File: config.mk
export PLATFORM = sky130hd
export DESIGN_NAME = ifetch_flat
export DESIGN_NICKNAME = d
export VERILOG_FILES = /design/src/rtl/ifetch_pkg.sv /design/src/rtl/ifetch_if.sv /design/src/rtl/ifetch_buf.sv /design/src/rtl/ifetch.sv /design/src/flat_wrapper.sv
export SDC_FILE = /design/constraint.sdc
export NUM_CORES = 1
export LEC_CHECK = 0
export CAP_MARGIN = 10
export CORE_AREA = 2 2 133 135
export CTS_CLUSTER_DIAMETER = 150
export DETAILED_ROUTE_END_ITERATION = 8
export DIE_AREA = 0 0 135 137
export PLACE_DENSITY_LB_ADDON = 0.12
export SYNTH_ARGS = -nofsm -noshare
export SYNTH_HDL_FRONTEND = slang
export SYNTH_HIERARCHICAL = 1
export SYNTH_SLANG_ARGS = --single-unit
File: constraint.sdc
create_clock -name clk -period 1.9 [get_ports clk]
set_clock_uncertainty 0.15 [all_clocks]
set_input_delay 0.19 -clock clk [delete_from_list [all_inputs] [get_ports clk]]
set_output_delay 0.19 -clock clk [all_outputs]
set_load 0.02 [all_outputs]
File: src/rtl/ifetch_pkg.sv
// rtl/ifetch_pkg.sv - ifetch shared widths, states and buffer depth (IFETCH_BUF2_EN selects DEPTH=2)
`ifndef INSTRSIZE
`define INSTRSIZE 32
`endif

package ifetch_pkg;

    typedef enum logic [1:0] {
        ST_IDLE = 2'd0,
        ST_WAIT = 2'd1,
        ST_DROP = 2'd2
    } state_e;

    localparam logic [31:0] RESET_PC_DEF = 32'h0000_0000;

`ifdef IFETCH_BUF2_EN
    localparam int BUF_DEPTH = 2;
`else
    localparam int BUF_DEPTH = 1;
`endif

    typedef struct packed {
        logic [31:0]             pc;
        logic [`INSTRSIZE-1:0]   instr;
    } buf_entry_t;

    function automatic logic [31:0] word_align(input logic [31:0] addr);
        return {addr[31:2], 2'b00};
    endfunction

endpackage

File: src/rtl/ifetch_if.sv
// rtl/ifetch_if.sv - instruction memory, redirect and decode handshake bundle for ifetch
interface ifetch_if;
    import ifetch_pkg::*;

    logic                  imem_req;
    logic [31:0]           imem_addr;
    logic                  imem_gnt;
    logic                  imem_rvalid;
    logic [31:0]           imem_rdata;
    logic                  redirect_valid;
    logic [31:0]           redirect_pc;
    logic                  ins_valid;
    logic [`INSTRSIZE-1:0] insData;
    logic [31:0]           ins_pc;
    logic                  ins_ready;

    modport master (
        output imem_req, imem_addr,
        input  imem_gnt, imem_rvalid, imem_rdata,
        input  redirect_valid, redirect_pc,
        output ins_valid, insData, ins_pc,
        input  ins_ready
    );

    modport slave (
        input  imem_req, imem_addr,
        output imem_gnt, imem_rvalid, imem_rdata,
        output redirect_valid, redirect_pc,
        input  ins_valid, insData, ins_pc,
        output ins_ready
    );

endinterface

File: src/rtl/ifetch_buf.sv
// rtl/ifetch_buf.sv - {pc, instr} instruction buffer; IFETCH_BUF2_EN builds a 2-entry FIFO, else one holding register
module ifetch_buf
    import ifetch_pkg::*;
#(
    parameter int DEPTH = BUF_DEPTH
) (
    input  logic       clk,
    input  logic       rst_n,
    input  logic       push,
    input  logic       pop,
    input  logic       flush,
    input  buf_entry_t push_data,
    output buf_entry_t head,
    output logic [1:0] count
);

    logic push_ok;
    logic pop_ok;

    // Issue reserves the slot, so a full push is dropped only as a safety net.
    assign push_ok = push && (count != 2'(DEPTH));
    assign pop_ok  = pop && (count != 2'd0);

`ifdef IFETCH_BUF2_EN
    buf_entry_t mem0, mem1;
    logic       wp, rp;
    logic [1:0] cnt;

    assign count = cnt;
    assign head  = rp ? mem1 : mem0;

    always_ff @(posedge clk or negedge rst_n) begin
        if (!rst_n) begin
            mem0 <= '0;
            mem1 <= '0;
            wp   <= 1'b0;
            rp   <= 1'b0;
            cnt  <= 2'd0;
        end else if (flush) begin
            wp   <= 1'b0;
            rp   <= 1'b0;
            cnt  <= 2'd0;
        end else begin
            if (push_ok) begin
                if (wp) mem1 <= push_data;
                else    mem0 <= push_data;
                wp <= !wp;
            end
            if (pop_ok) rp <= !rp;
            cnt <= cnt + {1'b0, push_ok} - {1'b0, pop_ok};
        end
    end
`else
    buf_entry_t entry;
    logic       full;

    assign count = {1'b0, full};
    assign head  = entry;

    always_ff @(posedge clk or negedge rst_n) begin
        if (!rst_n) begin
            entry <= '0;
            full  <= 1'b0;
        end else if (flush) begin
            full  <= 1'b0;
        end else if (push_ok) begin
            entry <= push_data;
            full  <= 1'b1;
        end else if (pop_ok) begin
            full  <= 1'b0;
        end
    end
`endif

endmodule

File: src/rtl/ifetch.sv
// rtl/ifetch.sv - single-outstanding instruction fetch FSM with redirect/drop handling (IFETCH_BUF2_EN: 2-entry buffer)
module ifetch
    import ifetch_pkg::*;
#(
    parameter logic [31:0] RESET_PC = RESET_PC_DEF
) (
    input  logic     clk,
    input  logic     rst_n,
    ifetch_if.master bus
);

    state_e      state, state_nxt;
    logic [31:0] fetch_pc, fetch_pc_nxt;
    logic [31:0] req_pc, req_pc_nxt;
    logic [1:0]  count;
    logic        push, pop, flush, req;
    buf_entry_t  head;

    // Gated by rst_n so the request drops the moment reset asserts.
    assign req = rst_n && (state == ST_IDLE) && (count < 2'(BUF_DEPTH))
                 && !bus.redirect_valid;

    assign bus.imem_req  = req;
    assign bus.imem_addr = fetch_pc;
    assign bus.ins_valid = (count != 2'd0);
    assign bus.insData   = head.instr;
    assign bus.ins_pc    = head.pc;

    assign flush = bus.redirect_valid;
    assign pop   = bus.ins_valid && bus.ins_ready && !bus.redirect_valid;

    always_comb begin
        state_nxt    = state;
        fetch_pc_nxt = fetch_pc;
        req_pc_nxt   = req_pc;
        push         = 1'b0;
        if (bus.redirect_valid) begin
            fetch_pc_nxt = word_align(bus.redirect_pc);
            if (state == ST_WAIT)
                state_nxt = bus.imem_rvalid ? ST_IDLE : ST_DROP;
        end else begin
            case (state)
                ST_IDLE: begin
                    if (req && bus.imem_gnt) begin
                        req_pc_nxt   = fetch_pc;
                        fetch_pc_nxt = fetch_pc + 32'd4;
                        state_nxt    = ST_WAIT;
                    end
                end
                ST_WAIT: begin
                    if (bus.imem_rvalid) begin
                        push      = 1'b1;
                        state_nxt = ST_IDLE;
                    end
                end
                ST_DROP: begin
                    if (bus.imem_rvalid) state_nxt = ST_IDLE;
                end
                default: state_nxt = ST_IDLE;
            endcase
        end
    end

    always_ff @(posedge clk or negedge rst_n) begin
        if (!rst_n) begin
            state    <= ST_IDLE;
            fetch_pc <= RESET_PC;
            req_pc   <= 32'd0;
        end else begin
            state    <= state_nxt;
            fetch_pc <= fetch_pc_nxt;
            req_pc   <= req_pc_nxt;
        end
    end

    ifetch_buf #(.DEPTH(BUF_DEPTH)) u_buf (
        .clk       (clk),
        .rst_n     (rst_n),
        .push      (push),
        .pop       (pop),
        .flush     (flush),
        .push_data ('{pc: req_pc, instr: bus.imem_rdata}),
        .head      (head),
        .count     (count)
    );

endmodule
File: src/flat_wrapper.sv
// flat-port wrapper written by rule: the top's interface ports become plain ports
module ifetch_flat import ifetch_pkg::*;
#(
    parameter logic [31:0] RESET_PC = RESET_PC_DEF
)
  (clk, rst_n, bus_imem_req, bus_imem_addr, bus_imem_gnt, bus_imem_rvalid, bus_imem_rdata, bus_redirect_valid, bus_redirect_pc, bus_ins_valid, bus_insData, bus_ins_pc, bus_ins_ready);
  ifetch_if bus_i ();
  input  logic clk;
  input  logic rst_n;
  output wire logic [$bits(bus_i.imem_req)-1:0] bus_imem_req;
  output wire logic [$bits(bus_i.imem_addr)-1:0] bus_imem_addr;
  input wire logic [$bits(bus_i.imem_gnt)-1:0] bus_imem_gnt;
  input wire logic [$bits(bus_i.imem_rvalid)-1:0] bus_imem_rvalid;
  input wire logic [$bits(bus_i.imem_rdata)-1:0] bus_imem_rdata;
  input wire logic [$bits(bus_i.redirect_valid)-1:0] bus_redirect_valid;
  input wire logic [$bits(bus_i.redirect_pc)-1:0] bus_redirect_pc;
  output wire logic [$bits(bus_i.ins_valid)-1:0] bus_ins_valid;
  output wire logic [$bits(bus_i.insData)-1:0] bus_insData;
  output wire logic [$bits(bus_i.ins_pc)-1:0] bus_ins_pc;
  input wire logic [$bits(bus_i.ins_ready)-1:0] bus_ins_ready;
  assign bus_imem_req = bus_i.imem_req;
  assign bus_imem_addr = bus_i.imem_addr;
  assign bus_i.imem_gnt = bus_imem_gnt;
  assign bus_i.imem_rvalid = bus_imem_rvalid;
  assign bus_i.imem_rdata = bus_imem_rdata;
  assign bus_i.redirect_valid = bus_redirect_valid;
  assign bus_i.redirect_pc = bus_redirect_pc;
  assign bus_ins_valid = bus_i.ins_valid;
  assign bus_insData = bus_i.insData;
  assign bus_ins_pc = bus_i.ins_pc;
  assign bus_i.ins_ready = bus_ins_ready;
  ifetch #(.RESET_PC(RESET_PC)) u_core (.clk(clk), .rst_n(rst_n), .bus(bus_i));
endmodule
==> results by group <==
Die
  – Die height: between 100 and 150 um
  – IO Count: between 150 and 200
  – Num rows: 48
  – Core area: approximately 0.017 mm^2
  – Die Width: 135 um
  – Die area: 0.0185 mm^2
  – Starting Density: 34.3%

Placed design
  – HPWL Detailed: 11500 um
  – Setup Slack @ Placement: -0.271 ns
  – RePlAce Congestion: 0.784
  – Number of I/O port buffers: 163

Global route
  – First-pass GRT wire length: 25900 um
  – Largest net degree at the start of global routing: 126
  – Vias in the first global route: 4817
  – Total congestion overflow: 0
  – Total track usage: between 10% and 20%
  – Initial antenna violation count: 0

Critical path
  – Worst setup EP type: flop
  – CP Launch Type: flop
  – CP Data Required Time: 2.04 ns
  – Setup Crit Path Kind: flop to flop
  – Arrival @ worst endpoint: 2.20 ns
  – Worst-path maximum fanout: 6

Yosys
  – Post-synthesis sequential area ratio: 54.4%
  – Top_reg_cell synth: dfrtp_1
  – Syn_area_per_cell: 11.8 um^2
  – Synth Cell Area: 0.00584 mm^2
  – Synth Warn #: 6
  – Synth area leaders: dfrtp_1, mux2_4, nand2_1
  – Post-Synthesis Cells: 494
  – EDFF count, synth: 0
  – Register bit total from synthesis: 127
  – Synth unique cells: 52
  – Ys async rst share: 100%
  – Top cell type by total area after synthesis: dfrtp_1
  – Top cell type's share of synthesized area: 54.4%

CTS
  – CTS tree: done
  – Clk buf depth: 2
  – Worst-skew pair later-pin latency: 0.41 ns
  – CTS root buf: clkbuf_16
  – CTS clk-pin slew, worst paths: 0.06 ns
  – Clock sinks: around 130
  – Total clock buffers created by CTS: 17
  – H-tree depth: 4

Cells and area
  – Most common cell after layout, fill and taps aside: clkdlybuf4s50_1
  – Nets: 823
  – Most frequent cells in the layout: clkdlybuf4s50_1, dfrtp_1, nand2_1
  – Layout area overhead: 66.9%
  – Share of layout cells above drive strength 1: a little over a third

Status
  – Failing checks: setup timing
  – Status: finished with violations

Power and ir drop
  – Sequential share of power: between 30% and 40%
  – Clock power frac: 30.8%
  – Switching part of the total: between 20 and 30%
  – Lkg Pwr: 0.00454 uW
  – Sw power: approximately 3600 uW
  – Gate power share: 34.3%
  – Internal power: 8430 uW
  – P per Cell Area: 1240 mW/mm^2
  – VDD IR max: 663 uV

Route
  – Wire per inst: 17.3 um
  – WL final: ~17000 um
  – Vias per inst: 4.79
  – Number of detailed-route iterations in the first pass: 4
  – DRC Markers: 0
  – Via Count: between 4000 and 5000
  – Antenna viol nets, final: 0
  – Drt initial violations: 194

STA
  – Minimum clock period: 2.06 ns
  – Max_slew headroom: a little under three fifths
  – Max Freq: ~0.5 GHz
  – Setup tns final: -9.13 ns
  – Final hold vios: 0
  – Post-route setup slack: -0.156 ns
  – Worst Tran Pin Value: 0.671 ns
  – Final hold slack: ~0.11 ns
  – Fin crit share: 108%
  – Max-slew violations: 0
  – Unrepaired setup endpoints after global routing: true
  – Final setup fails: 87

Job
  – Max-cap violations: 0

Hold path
  – Hold Crit Class: input port to flop
## cell families (layout without fill, tap and decap cells)
logic type | Yosys count | in the layout | synth area share [%]
xor+xnor | 9 | 9 | 1.35
compound gates | 56 | 56 | 6.62
mux | 64 | 64 | 16.2
simple gates | 199 | 200 | 16.4
buf+inv | 34 | 298 | 4.26
other cells | 2 | 6 | 0.129
fa+ha+maj | 3 | 3 | 0.643
flops | 127 | 127 | 54.4
## path summary, 6_finish.rpt
kind                                               startpoint                                   end  slack [ns]  cells past startpoint
worst max-delay path              u_core/state[1]$_DFFE_PN0P_     u_core/u_buf/head[11]$_DFFE_PN0P_       -0.16                      9
worst min-delay path                       bus_redirect_valid   u_core/bus.imem_addr[8]$_DFFE_PN0P_        0.11                      3
worst max register to register    u_core/state[1]$_DFFE_PN0P_     u_core/u_buf/head[11]$_DFFE_PN0P_       -0.16                      9
worst min register to register  u_core/req_pc[14]$_DFFE_PN0P_         u_core/req_pc[14]$_DFFE_PN0P_        0.32                      2
max in group asynchronous                               rst_n  u_core/bus.imem_addr[27]$_DFFE_PN0P_        0.46                      3
min in group asynchronous                               rst_n           u_core/state[0]$_DFFE_PN0P_        0.14                      2
## sequential cells by signal (all words and copies together), names as in the netlist
name / flops
u_core/state: 2
u_core/req_pc: 30
u_core/bus.imem_addr: 30
u_core/u_buf/head: 64
u_core/u_buf/full: 1
## stage by stage
| stage | std cells | utilization, % | area (um^2) | power [uW] |
|---|---|---|---|---|
| 2_1_floorplan | 497 | - | 5880 | 6110 |
| 3_3_place_gp | 923 | 47.8 | 8150 | 7950 |
| 3_5_place_dp | 923 | 47.8 | 8150 | 8040 |
| 4_1_cts | 966 | 53.1 | 9050 | 11900 |
| 5_1_grt | 987 | 57.2 | 9750 | 12700 |
| 6_report | 988 | 57.2 | 9750 | 12000 |
## cell type report
cell class | count | area (um^2)
inverters | 7 | 26.3
clock buffers | 18 | 439
well taps | 225 | 282
repair buffers | 260 | 2790
clock inverters | 13 | 235
multi-input cells | 337 | 2800
flip-flops and latches | 127 | 3180
diodes | 1 | 2.50
fillers | 1462 | 7300
## repair_timing
item,in CTS,in global routing
resized for setup,46,133
pin swaps,4,66
hold buffers,1,0
setup endpoints to repair,106,134
setup buffers,9,16
endpoints found under the hold margin,127,0
cloned,2,7
## cells in the mapped netlist (all sizes together), types with 6 or more instances
cell / n
dfrtp: 127
inv: 7
xor2: 6
nand4: 13
and3: 7
o211ai: 8
nand2: 121
nand3: 17
mux2: 64
clkbuf: 13
nor2: 18
buf: 14
o21ai: 21
## critical path, cell delays in order (launching register included)
cell and delay [ns]:
dfrtp_1 0.39, inv_2 0.11, ha_4 0.16, nand2_4 0.05, nor2_4 0.08, nor3b_4 0.22, buf_12 0.15, buf_12 0.15
clkbuf_16 0.16, mux2_4 0.29
## power groups by stage
stage          Sequential, uW  Clock (uW)  Combinational, uW
2_1_floorplan            4850           0               1260
3_3_place_gp             4190           0               3760
3_5_place_dp             4210           0               3830
4_1_cts                  4190        3790               3920
5_1_grt                  4340        3940               4380
6_report                 4200        3710               4130
## metal layers
layer | share of wire, % | global-route usage (%)
met3 | 5.7 | 4.48
met1 | 47 | 25.8
met2 | 46 | 27.6
met5 | 0 | 0
met4 | 1.1 | 5.15
Note: power is estimated with default switching activity, not from simulation.
